$ cat src/rtl/fifo_stream_reader_pkg.sv
// Shared types and constants for the FIFO stream reader.
// Latency: n/a (types and constants only).
// Backpressure: n/a.
package fifo_stream_reader_pkg;

    // Reader FSM encoding, 2 bits wide.
    typedef enum logic [1:0] {
        ST_IDLE      = 2'd0,
        ST_BURST     = 2'd1,
        ST_TAIL_WAIT = 2'd2
    } rd_state_e;

    // Width of the free-running pop counter.
    localparam int WORDS_READ_W = 16;

    // Bits needed to hold values 0..max_val (at least 1 bit).
    function automatic int cnt_width(input int max_val);
        return (max_val < 1) ? 1 : $clog2(max_val + 1);
    endfunction

endpackage

$ cat src/rtl/fifo_skid_buffer.sv
// 2-entry output buffer between the FIFO pop path and the downstream stream.
// Latency: a word pushed into an empty buffer is presented on m_data the next cycle.
// Backpressure: space drops when both entries are full and the head is not being taken.
//
// Ports: r_clk/rrst_n clock and async active-low reset; push_vld/push_dat write
// side; m_valid/m_ready/m_data downstream stream; space = a push is accepted now.
module fifo_skid_buffer #(
    parameter int MEMORY_WIDTH = 8
) (
    input  logic                    r_clk,
    input  logic                    rrst_n,
    input  logic                    push_vld,
    input  logic [MEMORY_WIDTH-1:0] push_dat,
    output logic                    m_valid,
    input  logic                    m_ready,
    output logic [MEMORY_WIDTH-1:0] m_data,
    output logic                    space
);

    logic [1:0]              occ;
    logic [MEMORY_WIDTH-1:0] head_dat;
    logic [MEMORY_WIDTH-1:0] tail_dat;
    logic                    pop;

    assign pop     = m_valid && m_ready;
    assign m_valid = (occ != 2'd0);
    assign m_data  = head_dat;
    // A full buffer can still accept a word when the head leaves this cycle.
    assign space   = (occ < 2'd2) || pop;

    always_ff @(posedge r_clk or negedge rrst_n) begin
        if (!rrst_n) begin
            occ      <= 2'd0;
            head_dat <= '0;
            tail_dat <= '0;
        end else begin
            case ({push_vld, pop})
                2'b10: begin
                    if (occ == 2'd0) begin
                        head_dat <= push_dat;
                    end else begin
                        tail_dat <= push_dat;
                    end
                    if (occ != 2'd2) begin
                        occ <= occ + 2'd1;
                    end
                end
                2'b01: begin
                    head_dat <= tail_dat;
                    occ      <= occ - 2'd1;
                end
                2'b11: begin
                    // Occupancy unchanged; the new word lands behind whatever remains.
                    if (occ == 2'd1) begin
                        head_dat <= push_dat;
                    end else begin
                        head_dat <= tail_dat;
                        tail_dat <= push_dat;
                    end
                end
                default: ;
            endcase
        end
    end

endmodule

$ cat src/rtl/fifo_stream_reader.sv
// Drains a FIFO into a valid/ready stream: bursts when 2+ words wait, lone words after a timeout.
// Latency: one cycle from r_en to m_valid when the output buffer is empty.
// Backpressure: r_en is withheld whenever the 2-entry output buffer has no space.
//
// Ports: r_clk/rrst_n clock and async active-low reset; r_empty/r_almost_empty/rdata
// FIFO read side, r_en FIFO pop; m_valid/m_ready/m_data downstream stream;
// burst_active high in BURST; words_read counts pops since reset (wraps).
module fifo_stream_reader
    import fifo_stream_reader_pkg::*;
#(
    parameter int MEMORY_WIDTH = 8,
    parameter int ADDRESS_SIZE = 4,
    parameter int BURST_LEN    = 4,
    parameter int TAIL_TIMEOUT = 16
) (
    input  logic                    r_clk,
    input  logic                    rrst_n,
    input  logic                    r_empty,
    input  logic                    r_almost_empty,
    input  logic [MEMORY_WIDTH-1:0] rdata,
    output logic                    r_en,
    output logic                    m_valid,
    input  logic                    m_ready,
    output logic [MEMORY_WIDTH-1:0] m_data,
    output logic                    burst_active,
    output logic [WORDS_READ_W-1:0] words_read
);

    localparam int DEPTH     = 1 << ADDRESS_SIZE;
    // A burst never needs to be longer than the FIFO itself.
    localparam int BURST_EFF = (BURST_LEN > DEPTH) ? DEPTH : ((BURST_LEN < 1) ? 1 : BURST_LEN);
    localparam int CNT_W     = cnt_width(BURST_EFF);
    localparam int TMR_W     = cnt_width(TAIL_TIMEOUT - 1);

    localparam logic [CNT_W-1:0] BURST_LOAD = CNT_W'(BURST_EFF);
    localparam logic [TMR_W-1:0] TMR_LAST   = TMR_W'(TAIL_TIMEOUT - 1);

    rd_state_e        state;
    logic [CNT_W-1:0] burst_cnt;
    logic [TMR_W-1:0] tail_tmr;
    logic             space;
    logic             tail_expired;

    assign tail_expired = (tail_tmr == TMR_LAST);
    assign burst_active = (state == ST_BURST);

    // Pop is combinational: it must react to r_empty and to downstream space in the same cycle.
    always_comb begin
        r_en = 1'b0;
        case (state)
            ST_BURST:     r_en = !r_empty && space;
            ST_TAIL_WAIT: r_en = !r_empty && r_almost_empty && tail_expired && space;
            default:      r_en = 1'b0;
        endcase
    end

    always_ff @(posedge r_clk or negedge rrst_n) begin
        if (!rrst_n) begin
            state      <= ST_IDLE;
            burst_cnt  <= '0;
            tail_tmr   <= '0;
            words_read <= '0;
        end else begin
            if (r_en) begin
                words_read <= words_read + 1'b1;
            end
            case (state)
                ST_IDLE: begin
                    if (!r_almost_empty) begin
                        state     <= ST_BURST;
                        burst_cnt <= BURST_LOAD;
                    end else if (!r_empty) begin
                        state    <= ST_TAIL_WAIT;
                        tail_tmr <= '0;
                    end
                end
                ST_BURST: begin
                    if (r_en) begin
                        burst_cnt <= burst_cnt - 1'b1;
                    end
                    if (r_empty || (r_en && burst_cnt == CNT_W'(1))) begin
                        state <= ST_IDLE;
                    end
                end
                ST_TAIL_WAIT: begin
                    if (r_empty) begin
                        state    <= ST_IDLE;
                        tail_tmr <= '0;
                    end else if (!r_almost_empty) begin
                        // A second word arrived: no point waiting out the timer.
                        state     <= ST_BURST;
                        burst_cnt <= BURST_LOAD;
                        tail_tmr  <= '0;
                    end else if (tail_expired) begin
                        // Timer stays saturated until the buffer can take the word.
                        if (space) begin
                            state    <= ST_IDLE;
                            tail_tmr <= '0;
                        end
                    end else begin
                        tail_tmr <= tail_tmr + 1'b1;
                    end
                end
                default: state <= ST_IDLE;
            endcase
        end
    end

    fifo_skid_buffer #(
        .MEMORY_WIDTH(MEMORY_WIDTH)
    ) u_skid (
        .r_clk    (r_clk),
        .rrst_n   (rrst_n),
        .push_vld (r_en),
        .push_dat (rdata),
        .m_valid  (m_valid),
        .m_ready  (m_ready),
        .m_data   (m_data),
        .space    (space)
    );

endmodule

$ cat config.mk
export PLATFORM = sky130hd
export DESIGN_NAME = fifo_stream_reader
export DESIGN_NICKNAME = d
export VERILOG_FILES = /design/src/rtl/fifo_stream_reader_pkg.sv /design/src/rtl/fifo_skid_buffer.sv /design/src/rtl/fifo_stream_reader.sv
export SDC_FILE = /design/constraint.sdc
export NUM_CORES = 1
export LEC_CHECK = 0
export ABC_AREA = 0
export CORE_MARGIN = 4
export CORE_UTILIZATION = 32
export CTS_CLUSTER_SIZE = 30
export DETAILED_ROUTE_END_ITERATION = 16
export GPL_TIMING_DRIVEN = 0
export SYNTH_ARGS = -nofsm -noshare
export SYNTH_HDL_FRONTEND = slang
export SYNTH_SLANG_ARGS = --single-unit
$ cat constraint.sdc
create_clock -name r_clk -period 4.36 [get_ports r_clk]
set_input_delay 0.654 -clock r_clk [delete_from_list [all_inputs] [get_ports r_clk]]
set_output_delay 0.654 -clock r_clk [all_outputs]
set_load 0.005 [all_outputs]
# [Word-level counts from Yosys, hierarchy flattened]
# Cells that the tools add are included.
[word_totals] register_bits=43 in_bits=13 output_inout_bits=27 elab_cells=86
[classes] add_sub_neg=5 n_lt_le_gt_ge=1 eq_ne=22 mux=28 reduce_logical=23
[ops] op="$mux W8" count=4
[ops] op="$mux W4" count=6
[ops] op="$pmux W8 S3" count=1
[ops] op="$add A16 B1 Y16 const B" count=1
[ops] op="$mux W2" count=8
[ops] op="$pmux W8 S2" count=1
[ops] op="$ne A2 B2 Y1 const B" count=7
[ops] op="$mux W3" count=3
[ops] op="$pmux W3 S3" count=1
[ops] op="$ne A4 B4 Y1 const B" count=2
[ops] op="$pmux W4 S2" count=1
[ops] op="$reduce_and A4 Y1" count=2
[ops] op="$reduce_bool A2 Y1" count=4
[ops] op="$eq A2 B1 Y1 const B" count=3
[ops] op="$eq A2 B2 Y1 const B" count=3
[ops] op="$logic_and A1 B1 Y1" count=6
[ops] op="$ne A2 B1 Y1 const B" count=3
[ops] op="$pmux W2 S3" count=1
[ops] op="$reduce_and A3 Y1" count=2
[ops] op="$reduce_bool A3 Y1" count=2
[ops] op="$ne A5 B5 Y1 const B" count=1
[ops] op="$add A4 B1 Y4 const B" count=1
[ops] op="$eq A4 B4 Y1 const B" count=1
[ops] op="$logic_not A2 Y1" count=2
[ops] op="other kinds (11)" count=13

# [Logic depth before layout (Yosys ltp)]
[logic_depth] ltp_word=9 ltp_mapped=8 ltp_nobuf=8

# [Hierarchy]
# From an unflattened synthesis, not the netlist that was laid out.
[hier_totals] cells_unflattened=199 hier_area_um2=2244.7
[by_module_without_submodules] module="fifo_stream_reader" instances=1 cells_per_inst=133 area_each_um2=1392.6
[by_module_without_submodules] module="fifo_skid_buffer" instances=1 cells_per_inst=66 area_each_um2=852.1

# [Worst setup path after synthesis]
# Ideal clock, no wire load.
[synth_path] path_type="register to output" from="reg u_skid.occ[1]" to="out r_en" t_arrival_ns=1.357 required_time_ns=3.706 setup_slack_ns=2.349 path_stages_with_launch=7 n_path_buf=0 path_cell_list="dfrtp_1 inv_1 ha_1 nand2b_1 nand2_1 nand2_4 clkinv_2"
[synth_between] elab_chain_len=5 elab_cells_between_ends=7
[synth_rtl] element="start, declared" line="fifo_skid_buffer.sv:20" source="logic [1:0] occ;"
[synth_rtl] element="start signal, assigned" line="fifo_skid_buffer.sv:45" source="occ <= occ + 2'd1;"
[synth_rtl] element="start signal, assigned" line="fifo_skid_buffer.sv:50" source="occ <= occ - 2'd1;"
[synth_rtl] element="branches (longest 2 deep; another with $lt A2 B2 Y1)"
[synth_rtl] element="$logic_or A1 B1 Y1 *" line="fifo_skid_buffer.sv:29" source="assign space = (occ < 2'd2) || pop;"
[synth_rtl] element="$logic_and A1 B1 Y1 (on tied branches)" line="fifo_stream_reader.sv:52, fifo_stream_reader.sv:51"
[synth_rtl] element="$pmux W1 S2 *" line="fifo_stream_reader.sv:50" source="case (state)"
[synth_rtl] element="end, declared" line="fifo_stream_reader.sv:21" source="output logic r_en,"
# Every way passes the cells marked *.

# [Final worst setup path]
[layout_path] from="in r_almost_empty" to="out r_en"
[layout_between] elab_chain_len=4
[layout_rtl] element="start, declared" line="fifo_stream_reader.sv:19" source="input logic r_almost_empty,"
[layout_rtl] element="$logic_and A1 B1 Y1 (3 in series)" line="fifo_stream_reader.sv:52" source="ST_TAIL_WAIT: r_en = !r_empty && r_almost_empty && tail_expired && space;"
[layout_rtl] element="$pmux W1 S2" line="fifo_stream_reader.sv:50"
# No other way between the ends.

==> results.yml <==
synth:
  yosysUniqueCellTypes: 38
  syn_avg_cell_area_um2: 10.1
  synth_top_cell_by_area: "dfrtp_1"
  synth.cell_area_mm2: 0.00221
  syn_inst: 219
  netlist.area_leader.share: 0.487
  synthTopCellsByArea: "dfrtp_1, inv_1, ha_1"
  ys_seq_elements: 43
  seq_area_frac_synth: 0.487
  synth-edff-count: 0
  synthFlopType: "dfrtp_1"
  yosys-top-cells-count: "dfrtp_1, inv_1, nand2_1"
  yosys_warnings: 0
  yosysMostFrequentCell: "dfrtp_1"
  syn_nets: 242
  async_flop_share: 1.00
floorplan:
  rows: 30
  die_w_um: 91.1
  die_y_um: 91.1
  initial_core_util: 0.327
  die_area_mm2: 0.00830
  io_pins: 40
  core_area_mm2: 0.00676
clocking:
  cts-htree-levels: 2
  cts_resized: 0
  ctsHoldBuffers: 0
  clk_pin_slew_ps: 80
  cts_buffer_depth: 2
  cts_buffers: 5
  root_buffer: "clkbuf_8"
  cts_tree: "built"
  post_cts_buffers: 0
  clk-insertion-delay-late_ps: 290
  cts_sinks: 43
route:
  wl_met2_um: 1870
  wl_met3_um: 216
  wl_per_cell_um: 12.7
  first_iter_violations: 117
  num_vias: 1688
  drt-pass1-iter-count: 7
  wirelength_um: 4400
  ant_nets: 0
  dr.max_layer_used: "met4"
  wl_met1_um: 2280
  drc: 0
  avgViaCountPerCell: 4.86
final_layout:
  area_growth_pct: 28.9
  num-nets-final: 289
  drive_above_1_share: 0.0674
  n_antenna_cell: 0
  stdcell_count: 347
  fin_util: 0.421
timing:
  tns_ps: 0
  finalHoldViolCount: 0
  post-route-period-util: 0.751
  relSlewSlack: 0.492
  setup_viol: 0
  finalClockSkew_ps: 13.3
  fmax_ghz: 0.305
  min_period_ps: 3270
  tightest_slew_ps: 762
  drv_slew: 0
  rsz0062_at_grt: "false"
place:
  port-buffer-count: 39
  hpwl_um: 3180
  dpl.cell_count: 339
  place_congestion: 0.778
status:
  outcome: "completed"
critical_path:
  worst-r2r-cell-count: 7
  worstPathArrival_ps: 2620
  crit_fanout: 10
  end_kind: "primary output"
  crit_top_cell: "clkdlybuf4s50_1"
  worstSetupPathType: "input port to primary output"
  slowest_delay_ps: 570
  critical_path_depth: 6
  critical_path.cell_chain: "clkdlybuf4s50_1 -> nand4_1 -> a21oi_4 -> nand2_4 -> clkinv_2 -> clkdlybuf4s50_1"
  required_ps: 3710
  path_delay_family: "buffers and inverters"
  slowest_stage: "clkdlybuf4s50_1"
  path_buf_inv: 3
  startpoint_type: "input port"
pwr:
  max-vdd-ir-drop_uv: 174
  leakage_nw: 1.37
  power_density_mw_per_mm2: 564
global_route:
  grt_start_max_net_pins: 38
  antenna_found_initial: 0
  overflow: 0
  track_usage: 0.109
  grt_pass1_vias: 1603
  grt_pass1_wl_um: 7580
flow_run:
  maxCapViolations: 0
hold_path:
  hold_path.class: "input port to async pin"
## state kept, by name, indices dropped and copies added (netlist names)
register         flops
burst_cnt            3
state                2
tail_tmr             4
u_skid.m_data        8
u_skid.occ           2
u_skid.tail_dat      8
words_read          16
## report_power, final
| part | internal [W] | total, W | switching, W |
|---|---|---|---|
| clock | 0.000229 | 0.000366 | 0.000137 |
| sequential | 0.000519 | 0.000602 | 0.0000831 |
| combinational | 0.000310 | 0.000637 | 0.000327 |
## per-layer routing
metal  GRT usage  up-vias
met5           0        -
met4      0.0264        0
met1       0.152      794
met3      0.0265        5
li1            -      845
met2       0.170       44
## cell type report
type | instances | area (µm²)
Buffer | 1 | 3.75
Clock inverter | 2 | 60.1
Multi-Input combinational cell | 140 | 997
Sequential cell | 43 | 1080
Tap cell | 80 | 100
Clock buffer | 6 | 72.6
Inverter | 35 | 133
Timing Repair Buffer | 40 | 405
Fill cell | 653 | 3910
## layout by cell type, fill, tap and decap left out, drive strengths merged
cell	instances
clkdlybuf4s50	38
and4	1
inv	34
and3	1
a21boi	2
a222oi	8
o2111ai	1
o211ai	2
xnor2	8
nor3	2
o21ai	10
ha	10
clkbuf	7
mux2i	9
a221oi	1
a32o	1
nand3	8
a21oi	7
and3b	1
clkinv	1
o311ai	1
a2bb2oi	1
buf	2
a31oi	2
nand4b	1
nand2b	6
nand2	21
nor3b	1
dfrtp	43
nand4	8
nor2b	4
nor2	15
bufinv	2
xor2	8
## kinds of logic (layout without fill, tap and decap cells)
kind of cell    count (synthesis)  in the layout  synth area share
simple gates                   69             69             0.168
buf+inv                        36             84            0.0617
fa+ha+maj                      10             10            0.0566
flops                          43             43             0.487
compound gates                 36             36             0.122
xor+xnor                       16             16            0.0634
mux                             9              9            0.0408
## metrics by stage
step	area (µm²)	hold slack, ps	total power, W	setup slack (ps)
2_1_floorplan	2210	358	0.00100	2350
3_3_place_gp	2700	457	0.00124	1060
6_report	2850	192	0.00161	1090
4_1_cts	2850	188	0.00162	1070
5_1_grt	2850	191	0.00173	995
3_5_place_dp	2720	462	0.00125	1080
## final timing paths
kind                            slack (ps)                  to           start
worst max-delay path                  1090                r_en  r_almost_empty
worst min-delay path                   190       words_read[8]          rrst_n
worst max register to register        2230    u_skid.m_data[4]   u_skid.occ[1]
worst min register to register         470      words_read[15]  words_read[15]
max in group asynchronous             3720  u_skid.tail_dat[4]          rrst_n
min in group r_clk                     470      words_read[15]  words_read[15]
Power figures use the tool's default switching activity.
